[src/rtl/uart_cmd_parser_pkg.sv]
// Shared definitions for the UART command parser: frame constants,
// parser state encoding and a command-code check helper.
package uart_cmd_parser_pkg;

  localparam logic [7:0] HEAD     = 8'h55;
  localparam logic [7:0] CMD_WR   = 8'h01;
  localparam logic [7:0] CMD_RD   = 8'h02;
  localparam int         FRM_LEN  = 8;
  // Bytes between HEAD and CHK (CMD, ADDR_H/M/L, DATA_H/L).
  localparam int         BODY_LEN = FRM_LEN - 2;

  typedef enum logic [1:0] {
    ST_IDLE = 2'd0,
    ST_RECV = 2'd1,
    ST_OUT  = 2'd2
  } state_t;

  function automatic logic is_cmd_ok(input logic [7:0] cmd);
    return (cmd == CMD_WR) || (cmd == CMD_RD);
  endfunction

endpackage

[src/rtl/uart_gap_timer.sv]
// Inter-byte gap timer for UART-side framing logic.
// Counts enabled clocks since the last clear; flags the clock on which the
// count sits at TIMEOUT-1 with no clear present.
// Ports:
//   clk, rst_n  : clock, asynchronous active-low reset
//   i_clr       : clear count (a byte arrived, or timing not active)
//   i_en        : count enable
//   o_timeout   : high while terminal count reached and not cleared this clk
module uart_gap_timer #(
  parameter int TIMEOUT = 52080
) (
  input  logic clk,
  input  logic rst_n,
  input  logic i_clr,
  input  logic i_en,
  output logic o_timeout
);

  localparam int              CNT_W = (TIMEOUT > 2) ? $clog2(TIMEOUT) : 1;
  localparam logic [CNT_W-1:0] TERM = CNT_W'(TIMEOUT - 1);

  logic [CNT_W-1:0] r_cnt;

  always_ff @(posedge clk or negedge rst_n) begin
    if (!rst_n) begin
      r_cnt <= '0;
    end else if (i_clr) begin
      r_cnt <= '0;
    end else if (i_en && (r_cnt != TERM)) begin
      r_cnt <= r_cnt + 1'b1;
    end
  end

  // A clear on the terminal clock wins over the timeout.
  assign o_timeout = i_en && !i_clr && (r_cnt == TERM);

endmodule

[src/rtl/uart_cmd_parser.sv]
// UART command parser: assembles 8-byte frames
//   HEAD(0x55) CMD ADDR_H ADDR_M ADDR_L DATA_H DATA_L CHK
// from the UART receiver byte stream, validates the XOR checksum and command
// code, and presents one SDRAM read/write command over valid/ready.
// Ports:
//   clk, rst_n      : clock, asynchronous active-low reset
//   i_rx_vld/data   : received byte strobe and value
//   o_cmd_vld       : command pending; i_cmd_rdy completes the handshake
//   o_cmd_wr        : 1 = write, 0 = read
//   o_cmd_addr      : word address (low ADDR_W bits of ADDR_H/M/L)
//   o_cmd_wdata     : {DATA_H, DATA_L}
//   o_frm_err       : 1-clk pulse on bad checksum, bad command or gap timeout
//   o_drop_err      : 1-clk pulse when a byte arrives while a command is pending
module uart_cmd_parser
  import uart_cmd_parser_pkg::*;
#(
  parameter int ADDR_W  = 22,
  parameter int DATA_W  = 16,
  parameter int TIMEOUT = 52080
) (
  input  logic              clk,
  input  logic              rst_n,
  input  logic              i_rx_vld,
  input  logic [7:0]        i_rx_data,
  output logic              o_cmd_vld,
  input  logic              i_cmd_rdy,
  output logic              o_cmd_wr,
  output logic [ADDR_W-1:0] o_cmd_addr,
  output logic [DATA_W-1:0] o_cmd_wdata,
  output logic              o_frm_err,
  output logic              o_drop_err
);

  state_t              r_state;
  state_t              w_state_next;
  logic [2:0]          r_idx;
  logic [7:0]          r_chk;
  logic [7:0]          r_cmd_byte;
  logic [ADDR_W-1:0]   r_addr;
  logic [DATA_W-1:0]   r_data;
  logic                r_cmd_vld;
  logic                r_cmd_wr;
  logic [ADDR_W-1:0]   r_cmd_addr;
  logic [DATA_W-1:0]   r_cmd_wdata;
  logic                r_frm_err;
  logic                r_drop_err;

  logic w_timeout;
  logic w_store;
  logic w_load;
  logic w_frm_err_next;
  logic w_drop_err_next;

  uart_gap_timer #(
    .TIMEOUT (TIMEOUT)
  ) u_gap_timer (
    .clk       (clk),
    .rst_n     (rst_n),
    .i_clr     (i_rx_vld || (r_state != ST_RECV)),
    .i_en      (r_state == ST_RECV),
    .o_timeout (w_timeout)
  );

  always_ff @(posedge clk or negedge rst_n) begin
    if (!rst_n) begin
      r_state <= ST_IDLE;
    end else begin
      r_state <= w_state_next;
    end
  end

  always_comb begin
    w_state_next    = r_state;
    w_store         = 1'b0;
    w_load          = 1'b0;
    w_frm_err_next  = 1'b0;
    w_drop_err_next = 1'b0;
    case (r_state)
      ST_IDLE: begin
        if (i_rx_vld && (i_rx_data == HEAD)) begin
          w_state_next = ST_RECV;
        end
      end
      ST_RECV: begin
        if (i_rx_vld) begin
          if (r_idx == 3'(BODY_LEN)) begin
            // This byte is CHK: accept only a matching checksum and known command.
            if ((r_chk == i_rx_data) && is_cmd_ok(r_cmd_byte)) begin
              w_load       = 1'b1;
              w_state_next = ST_OUT;
            end else begin
              w_frm_err_next = 1'b1;
              w_state_next   = ST_IDLE;
            end
          end else begin
            w_store = 1'b1;
          end
        end else if (w_timeout) begin
          w_frm_err_next = 1'b1;
          w_state_next   = ST_IDLE;
        end
      end
      ST_OUT: begin
        w_drop_err_next = i_rx_vld;
        if (r_cmd_vld && i_cmd_rdy) begin
          w_state_next = ST_IDLE;
        end
      end
      default: w_state_next = ST_IDLE;
    endcase
  end

  // Byte index, checksum accumulator and field capture. Fields are captured
  // directly by index so only the bits that reach the outputs are stored.
  always_ff @(posedge clk or negedge rst_n) begin
    if (!rst_n) begin
      r_idx      <= '0;
      r_chk      <= '0;
      r_cmd_byte <= '0;
      r_addr     <= '0;
      r_data     <= '0;
    end else if (r_state != ST_RECV) begin
      r_idx <= '0;
      r_chk <= '0;
    end else if (w_store) begin
      r_idx <= r_idx + 1'b1;
      r_chk <= r_chk ^ i_rx_data;
      if (r_idx == 3'd0) begin
        r_cmd_byte <= i_rx_data;
      end else if (r_idx <= 3'd3) begin
        r_addr <= ADDR_W'({r_addr, i_rx_data});
      end else begin
        r_data <= DATA_W'({r_data, i_rx_data});
      end
    end
  end

  always_ff @(posedge clk or negedge rst_n) begin
    if (!rst_n) begin
      r_cmd_vld   <= 1'b0;
      r_cmd_wr    <= 1'b0;
      r_cmd_addr  <= '0;
      r_cmd_wdata <= '0;
      r_frm_err   <= 1'b0;
      r_drop_err  <= 1'b0;
    end else begin
      r_frm_err  <= w_frm_err_next;
      r_drop_err <= w_drop_err_next;
      if (w_load) begin
        r_cmd_vld   <= 1'b1;
        r_cmd_wr    <= (r_cmd_byte == CMD_WR);
        r_cmd_addr  <= r_addr;
        r_cmd_wdata <= r_data;
      end else if (r_cmd_vld && i_cmd_rdy) begin
        r_cmd_vld <= 1'b0;
      end
    end
  end

  assign o_cmd_vld   = r_cmd_vld;
  assign o_cmd_wr    = r_cmd_wr;
  assign o_cmd_addr  = r_cmd_addr;
  assign o_cmd_wdata = r_cmd_wdata;
  assign o_frm_err   = r_frm_err;
  assign o_drop_err  = r_drop_err;

endmodule

[config.mk]
export PLATFORM = sky130hd
export DESIGN_NAME = uart_cmd_parser
export DESIGN_NICKNAME = d
export VERILOG_FILES = /design/src/rtl/uart_cmd_parser_pkg.sv /design/src/rtl/uart_gap_timer.sv /design/src/rtl/uart_cmd_parser.sv
export SDC_FILE = /design/constraint.sdc
export NUM_CORES = 1
export LEC_CHECK = 0
export CORE_UTILIZATION = 50
export CTS_BUF_LIST = sky130_fd_sc_hd__clkbuf_2 sky130_fd_sc_hd__clkbuf_4 sky130_fd_sc_hd__clkbuf_8
export DETAILED_ROUTE_END_ITERATION = 10
export GPL_TIMING_DRIVEN = 0
export PLACE_DENSITY = 0.74
export SYNTH_ARGS = -nofsm -noshare
export SYNTH_HDL_FRONTEND = slang
export SYNTH_HIERARCHICAL = 1
export SYNTH_SLANG_ARGS = --single-unit
[constraint.sdc]
create_clock -name clk -period 4.09 [get_ports clk]
set_input_delay 0.409 -clock clk [delete_from_list [all_inputs] [get_ports clk]]
set_output_delay 0.409 -clock clk [all_outputs]
set_load 0.01 [all_outputs]
==> out/results.tsv <==
stage	metric	value	unit
layout	share of cells above drive strength 1	30.1	%
place	RePlAce Congestion	0.823	
clocking	Clock Latency Late Sink	0.43	ns
worst_hold_path	worst hold path type	in2async	
floorplanning	Die Width	103	um
timing	Slew Viols, Final	0	
floorplanning	DIE AREA	10500	um2
power	Leakage	2.90	nW
critical_path	Critical Path Fanout Max	10	
floorplanning	row cnt	36	
global_routing	GR Util met3	5.56	%
global_routing	initial antenna violation count	0	
global_routing	GRT Overall Usage	19.9	%
floorplanning	IO Pins	54	
clocking	# Post-CTS Setup Buffers	0	
routing	Pre-antenna DRT Iters	5	
routing	antenna-violating nets left	0	
logic_synthesis	post-synthesis sequential area ratio	58.0	%
power	Max VDD drop	0.299	mV
logic_synthesis	Post-Synth XOR/XNOR Area	4.51	%
global_routing	total gr overflow	0	
layout	# diodes	0	
timing	actual slew at the worst max-slew pin	0.656	ns
job	Max-Cap Viols	0	
timing	final worst-path cycle share	60.1	%
timing	Slew HR	56.0	%
logic_synthesis	Post-Syn Area per Cell	13.7	um2
logic_synthesis	Post-Synth Adder-Cell Area	1.24	%
timing	Final setup viols	0	
outcome	outcome	finished, final reports clean	
clocking	clock root buffer	clkbuf_8	
logic_synthesis	Synth Area in Simple Gates	10.2	%
power	overall power	0.00254	W
power	power per cell area	408	nW/um2
logic_synthesis	EDFF count, synth	0	
floorplanning	core box area	9770	um2
clocking	Reg clk slew, reported paths	0.07	ns
routing	WL/cell	16.0	um
routing	vias	3146	
routing	DR iter-0 viols	123	
global_routing	vias in the first global route	3143	
layout	Syn-to-layout area delta	23.3	%
clocking	clock tree buffer depth	2	
logic_synthesis	Netlist Area Pre-Place	5050	um2
critical_path	Worst setup SP type	flip-flop	
logic_synthesis	most common flop cell mapped by yosys	dfrtp_1	
global_routing	first-pass GRT wire length	15500	um
logic_synthesis	largest family of logic cells by synthesized area	multiplexers	
clocking	H-tree depth	4	
clocking	CTS tree	yes	
timing	Hold WS	0.465	ns
timing	Setup Skew	0.0122	ns
timing	Fin. Hold Viols	0	
logic_synthesis	Post-synth ARST share	100	%
timing	min Tclk post-route	2.46	ns
logic_synthesis	complex-gate fraction of the synthesized area	3.15	%
routing	drt via density	5.35	
timing	unrepaired setup endpoints after global routing	no	
clocking	CTS Buf Count	17	
critical_path	CP Capture Type	flip-flop	
critical_path	reg-to-reg startpoint	r_idx[0]	
floorplanning	initial core utilization	51.7	%
place	HPWL Detailed	6400	um
critical_path	crit path from	r_idx[0]	
layout	fin area	6230	um2
global_routing	met1 global-route usage	26.2	%
logic_synthesis	Synthesis Warnings	6	
logic_synthesis	Yosys reg bits	117	
logic_synthesis	Distinct cells, synth	48	
global_routing	grt met2 use	31.5	%
critical_path	CP arrival	2.76	ns
logic_synthesis	Mapped Cells	368	
logic_synthesis	post-synthesis mux area share	20.9	%
routing	post-route DRC violation count	0	
global_routing	largest net degree at the start of global routing	78	
place	placed cell areas	5780	um2
routing	routed wire length	9400	um
timing	fmax	407	MHz
critical_path	CP Data Required Time	4.40	ns
layout	Layout Nets	459	
floorplanning	Die H	103	um
critical_path	Setup CP Type	reg2reg	
global_routing	gr busiest metal	met2	
place	# port buffers	53	
clocking	CTS Sinks	117	
logic_synthesis	Syn Nets	385	
==> flip-flops by register name, indices dropped and copies added (netlist names) <==
register,count
r_idx,3
o_frm_err,1
o_drop_err,1
r_addr,22
o_cmd_wdata,16
r_state,2
u_gap_timer/r_cnt,16
o_cmd_addr,22
r_cmd_byte,8
r_chk,8
o_cmd_wr,1
r_data,16
o_cmd_vld,1
==> synth_stat cells (2+ instances only) <==
cell        n  share of area [%]
nand2b_1    2               0.25
nor2b_1     3               0.37
mux2_1      2               0.45
xnor2_1    13                2.3
nand2_1    18                1.3
buf_4       5               0.74
dfrtp_1   117                 58
or3_2       3               0.45
ha_1        5                1.2
o21ai_0     5               0.50
buf_6       2               0.45
nor4_1      4               0.50
or3_1       4               0.50
nand4b_1    2               0.35
clkbuf_1    2               0.15
xor2_1     13                2.3
inv_1       7               0.52
mux2_2     64                 14
buf_1       2               0.15
a21oi_1     8               0.79
nor2_1     27                2.0
mux2_4     20                5.9
nand3_1     7               0.69
nand4_1     9                1.1
==> metal layers <==
metal | share of wire, % | vias up
li1 | - | 1455
met1 | 46 | 1604
met2 | 48 | 72
met3 | 3.8 | 15
met4 | 1.6 | 0
met5 | 0 | -
==> layout by cell type, fill, tap and decap left out, drive strengths merged, types with 6 or more instances in the layout <==
| cell type | instances |
|---|---|
| inv | 10 |
| clkbuf | 20 |
| clkinv | 6 |
| nand4 | 9 |
| xor2 | 13 |
| clkdlybuf4s50 | 52 |
| mux2 | 86 |
| dfrtp | 117 |
| nor2 | 27 |
| xnor2 | 13 |
| buf | 12 |
| a21oi | 8 |
| nand2 | 18 |
| nand3 | 7 |
| or3 | 7 |
==> critical path: stages, from the launching register on <==
cell and delay (ns):
dfrtp_1 0.41, inv_1 0.10, ha_1 0.25, a21boi_4 0.23, nand2_1 0.10, nor3_2 0.56
buf_4 0.33, mux2_2 0.36
==> report_power, final <==
part / internal (W) / switching [W] / total (W)
logic: 0.0000726 / 0.0000636 / 0.000136
registers: 0.00121 / 0.0000354 / 0.00124
clock network: 0.000679 / 0.000481 / 0.00116
==> logic make-up (layout without fill, tap and decap cells) <==
family,Yosys count,after routing
compound gates,21,21
xor+xnor,26,26
fa+ha+maj,5,5
buf+inv,19,106
flops,117,117
mux,87,87
simple gates,93,93
==> metrics by stage <==
stage / TNS (ns) / worst slack, ns / instances / utilization, %
5_1_grt: 0 / 1.48 / 588 / 63.7
2_1_floorplan: 0 / 1.99 / 368 / -
6_report: 0 / 1.63 / 588 / 63.7
3_3_place_gp: -207.40 / -1.78 / 554 / 58.8
3_5_place_dp: 0 / 1.27 / 555 / 59.1
4_1_cts: 0 / 1.62 / 588 / 63.7
==> what timing repair did <==
item,CTS,global route
hold endpoints to repair,40,0
hold buffers,1,0
gates resized for setup,0,0
==> final cells by class <==
| class | instances | area [um2] |
|---|---|---|
| Sequential cell | 117 | 2930 |
| Fill cell | 753 | 3540 |
| Buffer | 12 | 80.1 |
| Inverter | 7 | 26.3 |
| Clock inverter | 14 | 201 |
| Clock buffer | 18 | 241 |
| Tap cell | 133 | 166 |
| Timing Repair Buffer | 55 | 569 |
| Multi-Input combinational cell | 232 | 2020 |
==> worst paths after layout <==
kind | end | slack (ns) | cells after the start
max in group asynchronous | r_cmd_byte[1] | 2.93 | 3
min | o_cmd_addr[20] | 0.46 | 2
max reg2reg | r_data[12] | 1.63 | 7
min in group clk | o_cmd_wdata[1] | 0.50 | 1
max | r_data[12] | 1.63 | 7
min reg2reg | o_cmd_wdata[1] | 0.50 | 1
Power figures use the tool's default switching activity.
